### src/rtl/bitstream_tx_scheduler_pkg.sv
// ============================================================================
// Module : bitstream_tx_scheduler_pkg
// Brief  : Shared types and round-robin pick helper for the bitstream TX scheduler
// Rev    : 1.0  initial release
// ============================================================================
`default_nettype none

package bitstream_tx_scheduler_pkg;

    localparam int BYTE_W_DEF  = 8;
    localparam int RR_MAX_REQ  = 8;
    localparam int RR_IDX_W    = 3;

    typedef enum logic [0:0] {
        IDLE  = 1'b0,
        SHIFT = 1'b1
    } state_e;

    typedef struct packed {
        logic                found;
        logic [RR_IDX_W-1:0] idx;
    } rr_pick_t;

    // Scans ptr, ptr+1, ... mod num_req; walking backwards lets the nearest hit win.
    function automatic rr_pick_t rr_pick(input logic [RR_MAX_REQ-1:0] valid,
                                         input logic [RR_IDX_W-1:0]   ptr,
                                         input int                    num_req);
        rr_pick_t r;
        int       idx;
        r = '0;
        for (int k = num_req - 1; k >= 0; k--) begin
            idx = (int'(ptr) + k) % num_req;
            if (valid[idx]) begin
                r.found = 1'b1;
                r.idx   = RR_IDX_W'(idx);
            end
        end
        return r;
    endfunction

endpackage

`default_nettype wire

### src/rtl/bitstream_tx_scheduler_rr_arbiter.sv
// ============================================================================
// Module : bitstream_tx_scheduler_rr_arbiter
// Brief  : Combinational round-robin pick of one requester starting at ptr
// Rev    : 1.0  initial release
// ============================================================================
`default_nettype none

module bitstream_tx_scheduler_rr_arbiter
    import bitstream_tx_scheduler_pkg::*;
#(
    parameter  int NUM_REQ = 4,
    localparam int ID_W    = $clog2(NUM_REQ)
) (
    input  logic [NUM_REQ-1:0] valid_i,
    input  logic [ID_W-1:0]    ptr_i,
    output logic [ID_W-1:0]    grant_o,
    output logic               found_o
);

    logic [RR_MAX_REQ-1:0] w_valid;
    rr_pick_t              w_pick;

    always_comb begin
        w_valid                = '0;
        w_valid[NUM_REQ-1:0]   = valid_i;
        w_pick                 = rr_pick(w_valid, RR_IDX_W'(ptr_i), NUM_REQ);
        grant_o                = ID_W'(w_pick.idx);
        found_o                = w_pick.found;
    end

endmodule

`default_nettype wire

### src/rtl/bitstream_tx_scheduler.sv
// ============================================================================
// Module : bitstream_tx_scheduler
// Brief  : Round-robin sharing of one LSB-first byte serializer among NUM_REQ sources
// Rev    : 1.0  initial release
// ============================================================================
`default_nettype none

module bitstream_tx_scheduler
    import bitstream_tx_scheduler_pkg::*;
#(
    parameter  int NUM_REQ   = 4,
    parameter  int BYTE_W    = BYTE_W_DEF,
    parameter  int MAX_BURST = 4,
    localparam int ID_W      = $clog2(NUM_REQ)
) (
    input  logic                        clk,
    input  logic                        rst,
    input  logic [NUM_REQ-1:0]          req_valid_i,
    input  logic [NUM_REQ*BYTE_W-1:0]   req_data_i,
    input  logic [NUM_REQ-1:0]          req_last_i,
    output logic [NUM_REQ-1:0]          req_ready_o,
    output logic                        data_out_o,
    output logic                        data_out_valid_o,
    output logic [ID_W-1:0]             src_id_o,
    output logic                        busy_o
);

    localparam int CNT_W   = $clog2(BYTE_W);
    localparam int BURST_W = 4;

    state_e             state_q,   state_d;
    logic [BYTE_W-1:0]  sreg_q,    sreg_d;
    logic [ID_W-1:0]    owner_q,   owner_d;
    logic [CNT_W-1:0]   bit_cnt_q, bit_cnt_d;
    logic [BURST_W-1:0] burst_q,   burst_d;
    logic               last_q,    last_d;
    logic [ID_W-1:0]    ptr_q,     ptr_d;

    logic [ID_W-1:0]    w_grant;
    logic               w_found;
    logic               w_at_last;
    logic               w_cont;
    logic [ID_W-1:0]    w_owner_inc;

    bitstream_tx_scheduler_rr_arbiter #(
        .NUM_REQ (NUM_REQ)
    ) u_arb (
        .valid_i (req_valid_i),
        .ptr_i   (ptr_q),
        .grant_o (w_grant),
        .found_o (w_found)
    );

    assign w_at_last   = (state_q == SHIFT) && (bit_cnt_q == CNT_W'(BYTE_W - 1));
    // Continuation keeps the owner without a gap bit when its frame is still going.
    assign w_cont      = w_at_last && req_valid_i[owner_q] && !last_q
                         && (burst_q < BURST_W'(MAX_BURST));
    assign w_owner_inc = (owner_q == ID_W'(NUM_REQ - 1)) ? '0 : owner_q + ID_W'(1);

    always_ff @(posedge clk or posedge rst) begin
        if (rst) begin
            state_q   <= IDLE;
            sreg_q    <= '0;
            owner_q   <= '0;
            bit_cnt_q <= '0;
            burst_q   <= '0;
            last_q    <= 1'b0;
            ptr_q     <= '0;
        end else begin
            state_q   <= state_d;
            sreg_q    <= sreg_d;
            owner_q   <= owner_d;
            bit_cnt_q <= bit_cnt_d;
            burst_q   <= burst_d;
            last_q    <= last_d;
            ptr_q     <= ptr_d;
        end
    end

    always_comb begin
        state_d   = state_q;
        sreg_d    = sreg_q;
        owner_d   = owner_q;
        bit_cnt_d = bit_cnt_q;
        burst_d   = burst_q;
        last_d    = last_q;
        ptr_d     = ptr_q;
        case (state_q)
            IDLE: begin
                if (w_found) begin
                    state_d   = SHIFT;
                    sreg_d    = req_data_i[w_grant*BYTE_W +: BYTE_W];
                    owner_d   = w_grant;
                    bit_cnt_d = '0;
                    burst_d   = BURST_W'(1);
                    last_d    = req_last_i[w_grant];
                end
            end
            SHIFT: begin
                if (!w_at_last) begin
                    sreg_d    = sreg_q >> 1;
                    bit_cnt_d = bit_cnt_q + CNT_W'(1);
                end else if (w_cont) begin
                    sreg_d    = req_data_i[owner_q*BYTE_W +: BYTE_W];
                    bit_cnt_d = '0;
                    burst_d   = burst_q + BURST_W'(1);
                    last_d    = req_last_i[owner_q];
                end else begin
                    state_d   = IDLE;
                    ptr_d     = w_owner_inc;
                    burst_d   = '0;
                end
            end
            default: state_d = IDLE;
        endcase
    end

    always_comb begin
        data_out_o       = (state_q == SHIFT) & sreg_q[0];
        data_out_valid_o = (state_q == SHIFT);
        busy_o           = (state_q == SHIFT);
        src_id_o         = (state_q == SHIFT) ? owner_q : '0;
        req_ready_o      = '0;
        if (!rst) begin
            if ((state_q == IDLE) && w_found) begin
                req_ready_o[w_grant] = 1'b1;
            end else if (w_cont) begin
                req_ready_o[owner_q] = 1'b1;
            end
        end
    end

endmodule

`default_nettype wire
### config.mk
export PLATFORM = sky130hd
export DESIGN_NAME = bitstream_tx_scheduler
export DESIGN_NICKNAME = d
export VERILOG_FILES = /design/src/rtl/bitstream_tx_scheduler_pkg.sv /design/src/rtl/bitstream_tx_scheduler_rr_arbiter.sv /design/src/rtl/bitstream_tx_scheduler.sv
export SDC_FILE = /design/constraint.sdc
export NUM_CORES = 1
export LEC_CHECK = 0
export ABC_AREA = 1
export CAP_MARGIN = 40
export CELL_PAD_IN_SITES_DETAIL_PLACEMENT = 1
export CELL_PAD_IN_SITES_GLOBAL_PLACEMENT = 1
export CORE_ASPECT_RATIO = 0.7
export CORE_MARGIN = 2
export CORE_UTILIZATION = 35
export DETAILED_ROUTE_END_ITERATION = 10
export GPL_ROUTABILITY_DRIVEN = 0
export HOLD_SLACK_MARGIN = 0.02
export PLACE_DENSITY_LB_ADDON = 0.1
export SETUP_SLACK_MARGIN = 0.1
export SYNTH_ARGS = -nofsm -noshare
export SYNTH_HDL_FRONTEND = slang
export SYNTH_SLANG_ARGS = --single-unit
### constraint.sdc
create_clock -name clk -period 3.6 [get_ports clk]
set_clock_uncertainty 0.15 [all_clocks]
set_input_delay 1.08 -clock clk [delete_from_list [all_inputs] [get_ports clk]]
set_output_delay 1.08 -clock clk [all_outputs]
set_load 0.03 [all_outputs]
# Word level (Yosys, flattened, before mapping)
# Cells that the tools add are included.
# word_totals
regBits	21
in_bits	42
output_inout_bits	9
wordCells	102
# classes
n_addsub	6
n_lt_le_gt_ge	9
n_eq_ne	6
n_shift	2
mux	50
bitwise_logic	6
n_reduce_logical	16
# op_table
op	count
32-bit by 6-bit variable part select with 8-bit output	2
4-bit two-way mux	10
8-bit two-way mux	3
1-bit two-way mux	18
8-bit case mux with 2 select lines	1
3-bit by 5-bit < comparator with 1-bit output (second input constant)	3
1-bit binary-select mux with 3-bit select	3
3-bit two-way mux	3
1-bit binary-select mux with 2-bit select	4
4-bit case mux with 2 select lines	1
1-bit logical AND	7
2-bit by 3-bit < comparator with 1-bit output (second input constant)	2
2-bit by 1-bit inequality test with 1-bit output (second input constant)	3
3-bit case mux with 2 select lines	1
2-bit AND reduction	3
3-bit AND reduction	2
2-bit OR reduction	3
2-bit by 1-bit adder with 2-bit output (second input constant)	2
2-bit adder (second input constant)	2
4-bit by 1-bit adder with 4-bit output (second input constant)	1
1-bit demux with 2-bit select	2
2-bit by 1-bit greater-or-equal comparator with 1-bit output (second input constant)	2
2-bit by 4-bit < comparator with 1-bit output (second input constant)	1
4-bit by 3-bit < comparator with 1-bit output (second input constant)	1
other kinds (10)	15

# Depth between registers and ports, before layout
# depth
depth_word	16
mapped_depth	16
ltp_nobuf	15

# Cells and area by module
# Synthesis repeated with hierarchy kept, for this count alone.
# unflattened
hier_cells	356
hier_area_um2	2034.5
# modules_own_cells
module	instances	cells_per_inst	area_each_um2	seq_area_each_um2
bitstream_tx_scheduler	1	314	1841.8	525.5
bitstream_tx_scheduler_rr_arbiter	1	42	192.7	0.0

# Worst setup path after synthesis
# OpenSTA, ideal clock, no wires.
# synth_path
kind	input to output
from	in req_valid_i[0]
to	out req_ready_o[0]
arrival_ns	2.901
required_time_ns	2.370
path_slack_ns	-0.531
path_stages	10
n_path_buf	1
cell_sequence	inv_1 -> o21ai_0 -> or2_4 -> nand2_2 -> nand2_4 -> nand2_4 -> buf_8 -> inv_2 -> nor2_2 -> nor4_1
# synth_between
elab_chain_len	13
elab_cells_between_ends	29
cone_classes	2 x order compare; 22 x mux; 5 x reduce/logical
# synth_lines
item	line_no	rtl
start: declaration	bitstream_tx_scheduler.sv:18	input logic [NUM_REQ-1:0] req_valid_i,
1-bit binary-select mux with 3-bit select	bitstream_tx_scheduler_pkg.sv:33	if (valid[idx]) begin
1-bit two-way mux (implied by the code) (2 in a row)	bitstream_tx_scheduler_pkg.sv:33	
4-bit two-way mux (4 in a row)	bitstream_tx_scheduler_pkg.sv:33	
2-bit by 3-bit < comparator with 1-bit output (implied by the code) or 2-bit by 1-bit greater-or-equal comparator with 1-bit output (tied branches)	bitstream_tx_scheduler.sv:126	req_ready_o[w_grant] = 1'b1;
1-bit logical AND (implied by the code)	bitstream_tx_scheduler.sv:126	
1-bit two-way mux (implied by the code)	bitstream_tx_scheduler.sv:126	
1-bit demux with 2-bit select	bitstream_tx_scheduler.sv:126	
4-bit two-way mux *	bitstream_tx_scheduler.sv:125	if ((state_q == IDLE) && w_found) begin
4-bit two-way mux *	bitstream_tx_scheduler.sv:124	if (!rst) begin
end: declaration	bitstream_tx_scheduler.sv:21	output logic [NUM_REQ-1:0] req_ready_o,
# Every way passes the cells marked *; elsewhere a longest branch is shown, timed or not. The select of a mux whose other input is x is not followed.

# Worst setup path in the final report
# layout_path
from	in req_valid_i[2]
to	out req_ready_o[0]
# The elaborated chain is that of the path after synthesis.

==> impl_metrics.toml <==
[timing]
max_slew_margin_pct = 52.53
setup_ws_ns = -0.1195
slew_viol_final = 0
finalHoldViolCount = 0
fmax_ghz = 0.2689
fin_crit_sh_pct = 103.3
rsz0062_at_grt = "yes"
setup_tns_ns = -0.3584
period_needed_ns = 3.719
tightestPinTransition_ns = 0.7094
setup_viol = 4

[worst_setup_path]
r2r-end = "sreg_q[0]$_DFFE_PP0P_"
crit_path_top_delay_cell = "nor4_4"
path_cells = "buf_12 > nand2_4 > nand2_4 > nand2_4 > nand2_2 > nor2_4 > inv_2 > nor2_4 > nor2_4 > inv_4 > nor2_4 > buf_6 > nor4_4 > buf_4"
critPathBufInv = 5
critPathCaptureType = "output port"
setup.worst_path.class = "input port to output port"
reg2reg_depth = 19
critical-path-max-stage-delay_ns = 0.21
start_kind = "input port"
critPathMaxFanout = 3
rrSetupSlack_ns = 0.95
critical_path_arrival_ns = 2.49
critPathTopFamily = "simple AND/OR/NAND/NOR gates"
r2r_start = "ptr_q[0]$_DFFE_PP0P_"
crit_required_ns = 2.37
worst_path_most_repeated_cell = "nor2_4"

[logic_synthesis]
async_reset_ff_share_pct = 100.0
synth_area_um2 = 2198
synth_top_family_by_area = "simple AND/OR/NAND/NOR gates"
synth_top_cell_by_area = "dfrtp_1"
syn-num-nets = 381
yosysWarningCount = 0
synth_edf_count = 0
synth_xor_area_share_pct = 0
synth_top_area_share_pct = 23.90
yosys-top-cells-area = "dfrtp_1, nand2_1, nand3_1, o21ai_0, inv_1"
seq_area_frac_synth_pct = 23.90
ys_seq_elements = 21
avgSynthCellArea_um2 = 6.622
synth.mux.area_fraction_pct = 0
synth_compound_area_share_pct = 22.42
ys_dominant_reg_cell = "dfrtp_1"
synthSimpleGateAreaFrac_pct = 36.82
synth_cell_types = 37
synthCells = 332
synth_fa_ha_area_share_pct = 3.984

[cts]
cts_tree = "done"
cts_buffers = 3
cts.sinks = 21
clk_latency_ns = 0.27
clk_pin_slew_ns = 0.08
clockBufferDepth = 2
cts_root_buffer = "clkbuf_8"
post_cts_hold_buffer_count = 0
htreeDepth = 1

[final_layout]
nFillCells = 773
finish.net_count = 465
num_antenna_cells = 0
area_growth_pct = 50.60
drive_gt1_share_pct = 32.05

[min_path]
holdCritStartpoint = "last_q$_DFFE_PP0P_"
hold_depth = 2
hold_path.class = "flip-flop to flip-flop"
whs_endpoint = "last_q$_DFFE_PP0P_"

[die]
fp.dieArea_um2 = 6941
fp.dieH_um = 70.31
dieWidth_um = 98.73
io_pins = 51
initial_core_util_pct = 35.71
core_um2 = 6156
num_rows = 24

[global_route]
overflow = 0
grt_pass1_vias = 2540
antenna_found_initial = 0
grt_first_pass_wirelength_um = 13160
track_usage_pct = 23.86
grt_max_degree = 22

[detailed_routing]
drt_iter0_drc = 130
viasPerCell = 5.181
wl_per_cell_um = 17.33
first_pass_iters = 4
vias = 2554
drc_errors = 0
ant_nets = 0
drt-total-wl_um = 8544

[run]
cap_violations = 0

[outcome]
violations = "setup timing"
status = "finished, violations left"

[power]
fin_total_pwr_mw = 3.235
peakVddDrop_v = 0.0004167
power.leakage_nw = 1.611
power.density_nw_per_um2 = 977.0

[placed_design]
hpwl_um = 5948
portBuffers = 50
## registers in the layout, indices dropped and copies added, names as in the netlist
register / flops
ptr_q: 2
owner_q: 2
sreg_q: 8
bit_cnt_q: 3
last_q: 1
busy_o: 1
burst_q: 4
## cell families after synthesis
kind of cell               Yosys count
and+or+nand+nor                    168
AOI/OAI and AO/OA                   77
buffers and inverters               59
DFF                                 21
adders and majority gates            7
## worst max-delay path by stage
stage,slack [ns],startpoint,cells past startpoint,to
floorplan,-0.02,req_valid_i[3],11,req_ready_o[1]
global placement,-0.56,req_valid_i[2],14,req_ready_o[1]
detailed placement,-0.64,req_valid_i[2],14,req_ready_o[1]
CTS,-0.11,req_valid_i[2],14,req_ready_o[0]
global route,-0.17,req_valid_i[2],13,req_ready_o[2]
finish,-0.12,req_valid_i[2],14,req_ready_o[0]
## layer usage
metal | global-route usage, % | vias up | wire length (um)
li1 | - | 1241 | -
met1 | 36.74 | 1238 | 4153
met2 | 36.13 | 68 | 3877
met3 | 2.002 | 7 | 429
met4 | 5.327 | 0 | 84
met5 | 0 | - | 0
## worst register-to-register path: stages (launching register included)
cell and delay, ns:
dfrtp_2 0.52, inv_2 0.20, nand2_1 0.10, nand2_2 0.13
nand2_4 0.08, nand2_4 0.09, nor2_4 0.04, buf_6 0.11
nor2_4 0.11, nand2_4 0.06, nand2_4 0.07, buf_4 0.11
buf_4 0.09, buf_4 0.23, nand2_2 0.06, nand2_1 0.06
nand2_1 0.06, nand2_1 0.07, nand2_1 0.08, a21oi_1 0.14
## Yosys cell counts, types with 5 or more instances
cell type and number:
nand2_1 80, inv_1 32, nand3_1 29, o21ai_0 27
nor2_1 25, a21oi_1 21, dfrtp_1 21, nand2_2 17
a22o_1 11, inv_2 8, ha_1 7, clkbuf_1 5
## report_power, final
part	total, mW	leakage (nW)	switching, mW	internal [mW]
clock network	0.161	0.0228	0.0821	0.0791
logic	2.58	1.33	1.50	1.08
registers	0.491	0.258	0.148	0.343
total	3.23	1.61	1.73	1.50
## cell type report
| class | instances | area [um2] | share of cell area (%) |
|---|---|---|---|
| multi-input cells | 252 | 1583 | 47.81 |
| inverters | 43 | 178.9 | 5.404 |
| well taps | 78 | 97.59 | 2.948 |
| repair buffers | 95 | 879.6 | 26.57 |
| clock buffers | 4 | 45.04 | 1.361 |
| flip-flops and latches | 21 | 526.8 | 15.91 |
## cells in the final DEF (no fill, tap or decap), types with 3 or more instances in the layout
master and n:
a21oi_1 17, a21oi_2 5, a21oi_4 5, a22o_1 11, buf_4 40, buf_6 11, clkbuf_8 3, clkdlybuf4s50_1 42
dfrtp_1 20, ha_1 7, inv_1 29, inv_2 8, inv_4 4, nand2_1 67, nand2_2 18, nand2_4 15
nand3_1 26, nand3_2 3, nor2_1 25, nor2_4 6, o21ai_0 26, o21ai_2 3
## stage by stage
stage | instances | cell area [um2] | worst slack (ns) | hold WS [ns] | util, %
3_3_place_gp | 472 | 2962 | -0.5615 | 0.3255 | 48.11
5_1_grt | 493 | 3311 | -0.1682 | 0.3759 | 53.78
3_5_place_dp | 472 | 2962 | -0.6432 | 0.3293 | 48.11
6_report | 493 | 3311 | -0.1195 | 0.3469 | 53.78
2_1_floorplan | 332 | 2288 | -0.02345 | 0.2998 | -
4_1_cts | 485 | 3159 | -0.1105 | 0.3508 | 51.32
## what timing repair did
action,CTS,global route
pin swaps,21,18
resized for setup,46,23
buffers inserted,9,8
setup endpoints to repair,4,4
Power figures use the tool's default switching activity.
